<file path="config.mk">
export PLATFORM = sky130hd
export DESIGN_NAME = he_hssi_afu_csr
export DESIGN_NICKNAME = d
export VERILOG_FILES = /design/src/rtl/he_hssi_csr_pkg.sv /design/src/rtl/he_hssi_tg_xact.sv /design/src/rtl/he_hssi_afu_csr.sv
export SDC_FILE = /design/constraint.sdc
export NUM_CORES = 1
export LEC_CHECK = 0
export ABC_AREA = 1
export BUFFER_PORTS_ARGS = -buffer_cell sky130_fd_sc_hd__buf_2
export CAP_MARGIN = 0
export CORE_MARGIN = 8
export CORE_UTILIZATION = 57
export DETAILED_ROUTE_END_ITERATION = 16
export PLACE_DENSITY = 0.85
export SLEW_MARGIN = 20
export SYNTH_ARGS = -nofsm -noshare
export SYNTH_HDL_FRONTEND = slang
export SYNTH_SLANG_ARGS = --single-unit
</file>
<file path="constraint.sdc">
create_clock -name clk -period 18.34 [get_ports clk]
set_clock_uncertainty 0.05 [all_clocks]
set_input_delay 1.834 -clock clk [delete_from_list [all_inputs] [get_ports clk]]
set_output_delay 1.834 -clock clk [all_outputs]
set_load 0.005 [all_outputs]
</file>
<file path="src/rtl/he_hssi_csr_pkg.sv">
// he_hssi_csr_pkg: register addresses, CMD bit positions and tg transaction states.
package he_hssi_csr_pkg;
  localparam logic [15:0] ADDR_DFH      = 16'h0000;
  localparam logic [15:0] ADDR_AFU_ID_L = 16'h0008;
  localparam logic [15:0] ADDR_AFU_ID_H = 16'h0010;
  localparam logic [15:0] ADDR_CMD      = 16'h0030;
  localparam logic [15:0] ADDR_DATA     = 16'h0038;
  localparam logic [15:0] ADDR_CH_SEL   = 16'h0040;
  localparam logic [15:0] ADDR_SCRATCH  = 16'h0048;
  localparam logic [15:0] ADDR_XBAR     = 16'h0050;
  localparam logic [15:0] ADDR_LINK     = 16'h0058;
  localparam int CMD_RD   = 16;
  localparam int CMD_WR   = 17;
  localparam int CMD_ACK  = 32;
  localparam int CMD_ERR  = 33;
  localparam int CMD_BUSY = 34;
  typedef enum logic [1:0] {IDLE, REQ, WAIT_RD, DONE} tg_state_e;
endpackage

</file>
<file path="src/rtl/he_hssi_tg_xact.sv">
// he_hssi_tg_xact: traffic-generator transaction FSM with timeout and status flags.
module he_hssi_tg_xact
  import he_hssi_csr_pkg::*;
#(
  parameter int TIMEOUT = 1023
) (
  input  logic        clk,
  input  logic        reset,
  input  logic        start,
  input  logic        bad,
  input  logic        is_rd,
  input  logic        tg_waitrequest,
  input  logic [31:0] tg_rdata,
  input  logic        tg_rdata_valid,
  output logic        tg_wr,
  output logic        tg_rd,
  output logic        ack,
  output logic        err,
  output logic        busy,
  output logic [31:0] rdata
);
  localparam int CW = $clog2(TIMEOUT + 1);
  tg_state_e state, state_n;
  logic [CW-1:0] cnt, cnt_n;
  logic ack_n, err_n, busy_n, tout;
  logic [31:0] rdata_n;
  always_ff @(posedge clk or posedge reset)
    if (reset) begin
      state <= IDLE;
      cnt   <= '0;
      ack   <= 1'b0;
      err   <= 1'b0;
      busy  <= 1'b0;
      rdata <= '0;
    end else begin
      state <= state_n;
      cnt   <= cnt_n;
      ack   <= ack_n;
      err   <= err_n;
      busy  <= busy_n;
      rdata <= rdata_n;
    end
  // Timeout takes priority: strobes drop in the same cycle the limit is reached.
  always_comb begin
    state_n = state;
    cnt_n   = cnt;
    ack_n   = ack;
    err_n   = err;
    busy_n  = busy;
    rdata_n = rdata;
    tg_rd   = 1'b0;
    tg_wr   = 1'b0;
    tout    = (state == REQ || state == WAIT_RD) && cnt == CW'(TIMEOUT);
    case (state)
      IDLE:
        if (start) begin
          state_n = REQ;
          cnt_n   = '0;
          ack_n   = 1'b0;
          err_n   = 1'b0;
          busy_n  = 1'b1;
        end else if (bad) begin
          err_n = 1'b1;
          ack_n = 1'b0;
        end
      REQ: begin
        cnt_n = cnt + 1'b1;
        tg_rd = is_rd;
        tg_wr = !is_rd;
        if (!tg_waitrequest) state_n = is_rd ? WAIT_RD : DONE;
      end
      WAIT_RD: begin
        cnt_n = cnt + 1'b1;
        if (tg_rdata_valid) begin
          rdata_n = tg_rdata;
          state_n = DONE;
        end
      end
      default: begin
        ack_n   = 1'b1;
        busy_n  = 1'b0;
        state_n = IDLE;
      end
    endcase
    if (tout) begin
      state_n = IDLE;
      rdata_n = rdata;
      ack_n   = 1'b1;
      err_n   = 1'b1;
      busy_n  = 1'b0;
      tg_rd   = 1'b0;
      tg_wr   = 1'b0;
    end
  end
endmodule

</file>
<file path="src/rtl/he_hssi_afu_csr.sv">
// he_hssi_afu_csr: HSSI AFU CSR block with registered reads and a traffic-generator command port.
module he_hssi_afu_csr
  import he_hssi_csr_pkg::*;
#(
  parameter logic [63:0] DFH      = 64'h1000_0000_1000_0000,
  parameter logic [63:0] AFU_ID_L = 64'h0,
  parameter logic [63:0] AFU_ID_H = 64'h0,
  parameter int          NUM_CH   = 8,
  parameter int          TIMEOUT  = 1023
) (
  input  logic        clk,
  input  logic        reset,
  input  logic [15:0] csr_addr,
  input  logic        csr_wr,
  input  logic [63:0] csr_wr_data,
  output logic [63:0] csr_rd_data,
  output logic [3:0]  tg_ch,
  output logic [15:0] tg_addr,
  output logic        tg_wr,
  output logic        tg_rd,
  output logic [31:0] tg_wdata,
  input  logic        tg_waitrequest,
  input  logic [31:0] tg_rdata,
  input  logic        tg_rdata_valid,
  input  logic [15:0] link_status_i,
  output logic        crossbar_en_o
);
  localparam logic [15:0] LINK_MASK = NUM_CH >= 16 ? 16'hFFFF : 16'((32'd1 << NUM_CH) - 1);
  logic [15:0] cmd_addr;
  logic        cmd_rd, cmd_wr, xbar, ack, err, busy, cmd_ok, one_op;
  logic [31:0] data_w, rdata;
  logic [3:0]  ch_sel;
  logic [63:0] scratch, rd_mux;
  assign cmd_ok        = csr_wr && !busy && csr_addr == ADDR_CMD;
  assign one_op        = csr_wr_data[CMD_RD] ^ csr_wr_data[CMD_WR];
  assign tg_addr       = cmd_addr;
  assign tg_wdata      = data_w;
  assign tg_ch         = ch_sel;
  assign crossbar_en_o = xbar;
  always_comb begin
    rd_mux = '0;
    case (csr_addr)
      ADDR_DFH:      rd_mux = DFH;
      ADDR_AFU_ID_L: rd_mux = AFU_ID_L;
      ADDR_AFU_ID_H: rd_mux = AFU_ID_H;
      ADDR_CMD:      rd_mux = {29'b0, busy, err, ack, 14'b0, cmd_wr, cmd_rd, cmd_addr};
      ADDR_DATA:     rd_mux = {rdata, data_w};
      ADDR_CH_SEL:   rd_mux = {60'b0, ch_sel};
      ADDR_SCRATCH:  rd_mux = scratch;
      ADDR_XBAR:     rd_mux = {63'b0, xbar};
      ADDR_LINK:     rd_mux = {48'b0, link_status_i & LINK_MASK};
      default:       rd_mux = '0;
    endcase
  end
  always_ff @(posedge clk or posedge reset)
    if (reset) begin
      cmd_addr    <= '0;
      cmd_rd      <= 1'b0;
      cmd_wr      <= 1'b0;
      data_w      <= '0;
      ch_sel      <= '0;
      scratch     <= '0;
      xbar        <= 1'b0;
      csr_rd_data <= '0;
    end else begin
      csr_rd_data <= rd_mux;
      if (cmd_ok) begin
        cmd_addr <= csr_wr_data[15:0];
        cmd_rd   <= csr_wr_data[CMD_RD];
        cmd_wr   <= csr_wr_data[CMD_WR];
      end
      if (csr_wr && !busy && csr_addr == ADDR_DATA) data_w <= csr_wr_data[31:0];
      if (csr_wr && !busy && csr_addr == ADDR_CH_SEL && csr_wr_data < 64'(NUM_CH)) ch_sel <= csr_wr_data[3:0];
      if (csr_wr && csr_addr == ADDR_SCRATCH) scratch <= csr_wr_data;
      if (csr_wr && csr_addr == ADDR_XBAR) xbar <= csr_wr_data[0];
    end
  he_hssi_tg_xact #(.TIMEOUT(TIMEOUT)) u_xact (
    .clk            (clk),
    .reset          (reset),
    .start          (cmd_ok && one_op),
    .bad            (cmd_ok && !one_op),
    .is_rd          (cmd_rd),
    .tg_waitrequest (tg_waitrequest),
    .tg_rdata       (tg_rdata),
    .tg_rdata_valid (tg_rdata_valid),
    .tg_wr          (tg_wr),
    .tg_rd          (tg_rd),
    .ack            (ack),
    .err            (err),
    .busy           (busy),
    .rdata          (rdata)
  );
endmodule

</file>
==> results of run 1 <==
power by group:
part / internal [W] / leakage, nW / switching, W
Clock: 0.000314 / 0.413 / 0.000194
Combinational: 0.0000120 / 3.17 / 0.0000240
Sequential: 0.000508 / 2.96 / 0.0000000264
Total: 0.000833 / 6.54 / 0.000218
flip-flops by register name, indices dropped and copies added, names as in the netlist, 2 cells and up:
signal and flops:
csr_rd_data 64, scratch 64, tg_addr 16, tg_ch 4, tg_wdata 32, u_xact.rdata 32, u_xact.cnt 10, u_xact.state 2
final timing paths:
kind	start	to	depth (start not counted)
setup / recovery	csr_addr[15]	scratch[51]	10
hold / removal	scratch[63]	scratch[63]	2
setup reg to reg	u_xact.busy	tg_addr[15]	6
hold reg to reg	scratch[63]	scratch[63]	2
max in group asynchronous	reset	scratch[10]	3
min in group asynchronous	reset	tg_ch[3]	2
cell type report:
class | count | area [µm²]
multi-input cells | 714 | 3260
well taps | 220 | 275
fillers | 1253 | 4740
repair buffers | 247 | 1250
clock inverters | 8 | 118
inverters | 122 | 465
clock buffers | 34 | 719
diodes | 2 | 5.00
flip-flops and latches | 230 | 5760
per-stage QoR:
| stage | instances | total power (W) | setup slack (ns) |
|---|---|---|---|
| 5_1_grt | 1577 | 0.00108 | 13.60 |
| 3_5_place_dp | 1533 | 0.000553 | 13.27 |
| 2_1_floorplan | 1115 | 0.000531 | 10.15 |
| 4_1_cts | 1575 | 0.00106 | 13.82 |
| 6_report | 1577 | 0.00105 | 13.79 |
| 3_3_place_gp | 1533 | 0.000552 | 13.37 |
worst max-delay path, stage by stage:
cell and delay, ns:
sky130_fd_sc_hd__buf_2 0.10, sky130_fd_sc_hd__nor2_1 0.09, sky130_fd_sc_hd__nand2_1 0.09, sky130_fd_sc_hd__nor2_4 0.24
sky130_fd_sc_hd__nand2_1 0.14, sky130_fd_sc_hd__nor2_4 0.48, sky130_fd_sc_hd__buf_4 0.64, sky130_fd_sc_hd__nand2_4 0.75
sky130_fd_sc_hd__nor2_1 0.38, sky130_fd_sc_hd__a21oi_2 0.06
logic make-up (layout without fill, tap and decap cells):
group	count (synthesis)	in the layout
xor gates and xnor gates	3	3
adders and majority gates	6	6
DFF	230	230
buffers and inverters	171	411
other	0	2
AOI/OAI and AO/OA	163	163
and+or+nand+nor	542	542
Yosys cell counts (all sizes together):
cell type | n | share of area
nand2 | 356 | 0.14
dfrtp | 230 | 0.59
inv | 121 | 0.047
o21ai | 120 | 0.062
nor2 | 95 | 0.039
nand3 | 72 | 0.038
clkbuf | 25 | 0.0097
buf | 24 | 0.014
a21oi | 17 | 0.012
nand4 | 15 | 0.0097
a22o | 13 | 0.012
o221ai | 8 | 0.0072
ha | 6 | 0.0078
o211ai | 4 | 0.0031
nor3b | 3 | 0.0023
xor2 | 3 | 0.0027
a31o | 1 | 0.00091
and2 | 1 | 0.00065
clkinv | 1 | 0.00039
per-layer routing:
metal	GRT usage	share of wire
met1	0.297	0.40
met4	0.0881	0.028
met2	0.421	0.49
met3	0.0637	0.077
met5	0	0.00096
==> out/qor.json, run 1 <==
{
  "routing": {
    "detailedRoute.firstIterationViolations": 607,
    "antenna_left": 0,
    "routed_wl_um": 27100,
    "wl_per_cell_um": 17.2,
    "post-route-drc-count": 0,
    "post_drt_via_cell_ratio": 5.37,
    "via_count": 8463,
    "detailedRoute.firstPassIterationCount": 7
  },
  "finish": {
    "final_layout_size_suffix_gt1_frac": 0.224,
    "commonest_non_fill_non_tap_cell_in_the_layout": "sky130_fd_sc_hd__nand2_1",
    "fin_nets": 1478,
    "area.growth.synth_to_final_pct": 22.4,
    "post-route-cell-area_um2": 11800,
    "layout.cells.most_common_list": "sky130_fd_sc_hd__nand2_1, sky130_fd_sc_hd__buf_2, sky130_fd_sc_hd__dfrtp_1, sky130_fd_sc_hd__o21ai_0, sky130_fd_sc_hd__inv_1",
    "layout.core_utilization": 0.714
  },
  "yosys": {
    "postSynthCellCount": 1115,
    "largest_family_of_logic_cells_by_synthesized_area": "simple AND/OR/NAND/NOR gates",
    "seq_area_frac_synth": 0.595,
    "synth.distinct_cells": 27,
    "postSynthAreaPerCell_um2": 8.68,
    "yosys-mux-area-fraction": 0,
    "synthXorXnorAreaFrac": 0.00271,
    "cell_area_synth_um2": 9680,
    "synth_simple_gate_area_frac": 0.227,
    "syn_nets": 1254,
    "ys_ff_latch": 230,
    "post_synthesis_share_of_cell_area_spent_on_full_adders_half_adders_and_majority_gates": 0.00776,
    "yosys_warnings": 0,
    "compound_gate_fraction_of_synth_area": 0.0969
  },
  "placed_design": {
    "placement.io_buffers": 243,
    "postPlaceCellArea_um2": 11000,
    "gp_congestion": 0.851,
    "post-dp-hpwl_um": 18300
  },
  "worst_setup_path": {
    "worstPathArrival_ns": 4.85,
    "end_kind": "flip-flop",
    "rrSetupSlack_ns": 15.73,
    "startpoint_type": "input pin",
    "cp.required_ns": 18.65,
    "setup_crit_path_kind": "in -> reg",
    "worst-path-max-fanout": 96
  },
  "timing": {
    "maxSlewViolCount": 0,
    "report.final.setup_viol": 0,
    "finalHoldViolCount": 0,
    "final.setup.tns_ns": 0,
    "period_minus_slack_ns": 4.55,
    "maxSlewHeadroom": 0.279,
    "hold-worst-slack_ns": 0.423,
    "max_clock_freq_mhz": 220,
    "grt_setup_unrepaired": "false",
    "worst_pin_slew_ns": 1.08,
    "period_share": 0.248
  },
  "clocking": {
    "number_of_hold_buffers_added_after_cts": 0,
    "cts_max_path_buffers": 3,
    "post_cts_buffers": 0,
    "tritoncts_num_sinks": 230,
    "htreeDepth": 1,
    "clkLatencyLatePin_ns": 0.51,
    "cts_tree": "yes",
    "tritoncts.num_buffers": 24,
    "cts-root-buf": "sky130_fd_sc_hd__clkbuf_16",
    "post_cts_resize_count": 0,
    "clock_slew_at_reported_path_ffs_ns": 0.06
  },
  "outcome": {
    "outcome": "completed"
  },
  "global_routing": {
    "combined_global_route_utilization_of_all_metal_layers": 0.247,
    "overflow": 0,
    "grt_start_max_net_pins": 97,
    "grt_pass1_vias": 8542,
    "grt_first_pass_wirelength_um": 43500,
    "grt_antenna_before_repair": 4
  },
  "die": {
    "fp.dieArea_um2": 21400,
    "io-pin-count": 252,
    "die_w_um": 146,
    "initial_core_util": 0.584,
    "row_count": 47,
    "floorplan.core_area_um2": 16600,
    "die_height_um": 146
  },
  "min_path": {
    "min-delay-path-class": "reg -> reg"
  },
  "run": {
    "max_cap_viols": 0
  },
  "power": {
    "ir_drop_v": 0.0000641,
    "p_per_area_nw_per_um2": 88.7,
    "total_leakage_power_nw": 6.54
  }
}
No activity file was read; power rests on OpenSTA's default activity.
==> run 2, diff against run 1 <==
- ABC_AREA: 1 -> 0
- CORE_UTILIZATION: 57 -> 47
- PLACE_DENSITY: 0.85 -> 0.76
- clock period: 18.34 -> 3.65 ns (I/O delays scaled with it)
==> out/qor.json, run 2 <==
{
  "outcome": {
    "outcome": "completed"
  },
  "worst_setup_path": {
    "end_kind": "flip-flop",
    "regToRegStartpoint": "u_xact.busy",
    "rrSetupSlack_ns": 0.79,
    "critical_path.reg2reg.endpoint": "tg_ch[0]",
    "worstPathArrival_ns": 3.18,
    "critPathCapture": "tg_ch[0]",
    "r2r_cells": 5,
    "startpoint_type": "flip-flop",
    "setup_crit_path_kind": "reg -> reg",
    "worstSetupStartpoint": "u_xact.busy",
    "worst-path-max-fanout": 6,
    "cp.required_ns": 3.97
  },
  "yosys": {
    "synth_ff_type": "sky130_fd_sc_hd__dfrtp_1",
    "postSynthAreaPerCell_um2": 14.2,
    "seq_area_frac_synth": 0.622,
    "synth.top_cells.by_count": "sky130_fd_sc_hd__dfrtp_1, sky130_fd_sc_hd__mux2_1, sky130_fd_sc_hd__a22o_1",
    "yosys_warnings": 0,
    "share_of_the_synthesized_area_in_the_top_cell_type": 0.622,
    "ys_async_sr_fraction": 1.00,
    "ranking_of_synthesized_cells_by_area": "sky130_fd_sc_hd__dfrtp_1, sky130_fd_sc_hd__mux2_1, sky130_fd_sc_hd__mux2_2",
    "dominant_cell_type_by_area_after_synthesis": "sky130_fd_sc_hd__dfrtp_1",
    "synth_edf_count": 0,
    "synth.distinct_cells": 45,
    "synth.most_common_cell": "sky130_fd_sc_hd__dfrtp_1",
    "syn_nets": 791,
    "postSynthCellCount": 652,
    "cell_area_synth_um2": 9250,
    "ys_ff_latch": 230
  },
  "global_routing": {
    "overflow": 0,
    "grt_start_max_net_pins": 84,
    "combined_global_route_utilization_of_all_metal_layers": 0.198,
    "grt_antenna_before_repair": 0,
    "grt_first_pass_wirelength_um": 38700,
    "grt_pass1_vias": 6952
  },
  "min_path": {
    "min-delay-path-class": "in -> reg"
  },
  "finish": {
    "fin_nets": 1036,
    "commonest_non_fill_non_tap_cell_in_the_layout": "sky130_fd_sc_hd__buf_2",
    "layout.cells.most_common_list": "sky130_fd_sc_hd__buf_2, sky130_fd_sc_hd__dfrtp_1, sky130_fd_sc_hd__mux2_1, sky130_fd_sc_hd__a22o_1, sky130_fd_sc_hd__mux2_2",
    "area.growth.synth_to_final_pct": 26.1,
    "antenna_cells_inserted": 0,
    "multi_input_comb_area_um2": 3270,
    "seq_area_um2": 5760,
    "final_layout_size_suffix_gt1_frac": 0.379,
    "biggestRegsByFlops": "csr_rd_data: 64 flops, scratch: 64 flops",
    "filler_cell_count": 1535
  },
  "routing": {
    "detailedRoute.firstPassIterationCount": 6,
    "antenna_left": 0,
    "wl_per_cell_um": 20.8,
    "via_count": 6480,
    "post-route-drc-count": 0,
    "detailedRoute.firstIterationViolations": 421,
    "routed_wl_um": 24600,
    "post_drt_via_cell_ratio": 5.49
  },
  "die": {
    "floorplan.core_area_um2": 19400,
    "die_height_um": 156,
    "initial_core_util": 0.477,
    "row_count": 51,
    "fp.dieArea_um2": 24400,
    "io-pin-count": 252,
    "die_w_um": 156
  },
  "clocking": {
    "tritoncts.num_buffers": 25,
    "tritoncts_num_sinks": 230,
    "cts_tree": "yes",
    "post_cts_resize_count": 0,
    "cts_max_path_buffers": 3,
    "number_of_hold_buffers_added_after_cts": 1,
    "clkLatencyLatePin_ns": 0.50,
    "post_cts_buffers": 0,
    "clock_slew_at_reported_path_ffs_ns": 0.06,
    "cts-root-buf": "sky130_fd_sc_hd__clkbuf_16",
    "htreeDepth": 1
  },
  "timing": {
    "maxSlewHeadroom": 0.325,
    "period_minus_slack_ns": 2.86,
    "period_share": 0.784,
    "final.setup.tns_ns": 0,
    "grt_setup_unrepaired": "false",
    "maxSlewViolCount": 0,
    "finalHoldViolCount": 0,
    "report.final.setup_viol": 0,
    "max_clock_freq_mhz": 349,
    "worst_pin_slew_ns": 1.01
  },
  "placed_design": {
    "placement.io_buffers": 243,
    "gp_congestion": 0.833,
    "post-dp-hpwl_um": 17000
  },
  "run": {
    "max_cap_viols": 0
  },
  "power": {
    "ir_drop_v": 0.000279,
    "total_power_w": 0.00636,
    "p_per_area_nw_per_um2": 545,
    "total_leakage_power_nw": 6.35
  }
}
## run 2: changes by cell type after synthesis, sizes merged, moves of 17 or more
cell,change
mux2,+148
nor4,+17
nand3,-61
a22o,+29
clkbuf,-17
nor2,-84
nand2,-325
inv,-99
o21ai,-112
## run 2: layout make-up
| cell class | count | share of cell area |
|---|---|---|
| sequential | 230 | 0.493 |
| multi-input combinational | 365 | 0.280 |
| timing repair buffer | 253 | 0.114 |
| clock buffer | 33 | 0.0605 |
| tap | 265 | 0.0284 |
| clock inverter | 12 | 0.0161 |
| inverter | 22 | 0.00740 |
## run 2: cell families (layout without fill, tap and decap cells)
group                      Yosys count  in the layout  synth area share
and+or+nand+nor                    112            112            0.0720
muxes                              153            153             0.186
DFF                                230            230             0.622
AOI/OAI and AO/OA                   94             94            0.0844
buffers and inverters               57            320            0.0276
adders and majority gates            6              6           0.00812
## run 2: power breakdown
part,internal (W),switching [W]
Clock,0.00171,0.000979
Combinational,0.000348,0.000413
Sequential,0.00278,0.000131
Total,0.00483,0.00152
## run 2: layer usage
metal / wire length [µm] / vias to the layer above / part of all wire / track usage
met5: 0 / - / 0 / 0
li1: - / 2910 / - / -
met1: 10300 / 3268 / 0.42 / 0.260
met4: 491 / 0 / 0.020 / 0.0531
met3: 2130 / 40 / 0.087 / 0.0518
met2: 11600 / 262 / 0.47 / 0.321
## run 2: stage by stage
stage	instances	hold slack [ns]	setup slack, ns	instance area [µm²]	utilization
detailed placement	1134	0.424	0.538	10800	0.555
CTS	1180	0.0105	0.615	11700	0.601
global route	1180	0.0309	0.571	11700	0.601
finish	1180	0.0358	0.789	11700	0.601
global placement	1134	0.414	0.514	10800	0.555
floorplan	652	0.400	0.227	9250	-
## run 2: worst min path at each step
stage | slack (ns) | endpoint | cells past startpoint | from
after detailed placement | 0.42 | csr_rd_data[51] | 1 | u_xact.rdata[19]
after global routing | 0.03 | u_xact.rdata[15] | 2 | tg_rdata[15]
final | 0.04 | u_xact.rdata[4] | 2 | tg_rdata[4]
after CTS | 0.01 | u_xact.rdata[4] | 2 | tg_rdata[4]
after global placement | 0.41 | csr_rd_data[51] | 1 | u_xact.rdata[19]
after floorplan | 0.40 | cmd_wr | 2 | cmd_wr
## run 2: worst max-delay path: stages, from the launching register on
cell                      delay (ns)
sky130_fd_sc_hd__dfrtp_1        0.44
sky130_fd_sc_hd__nor4b_1        0.81
sky130_fd_sc_hd__nand4_1        0.26
sky130_fd_sc_hd__nor4_1         0.43
sky130_fd_sc_hd__nand4_1        0.34
sky130_fd_sc_hd__mux2_1         0.41
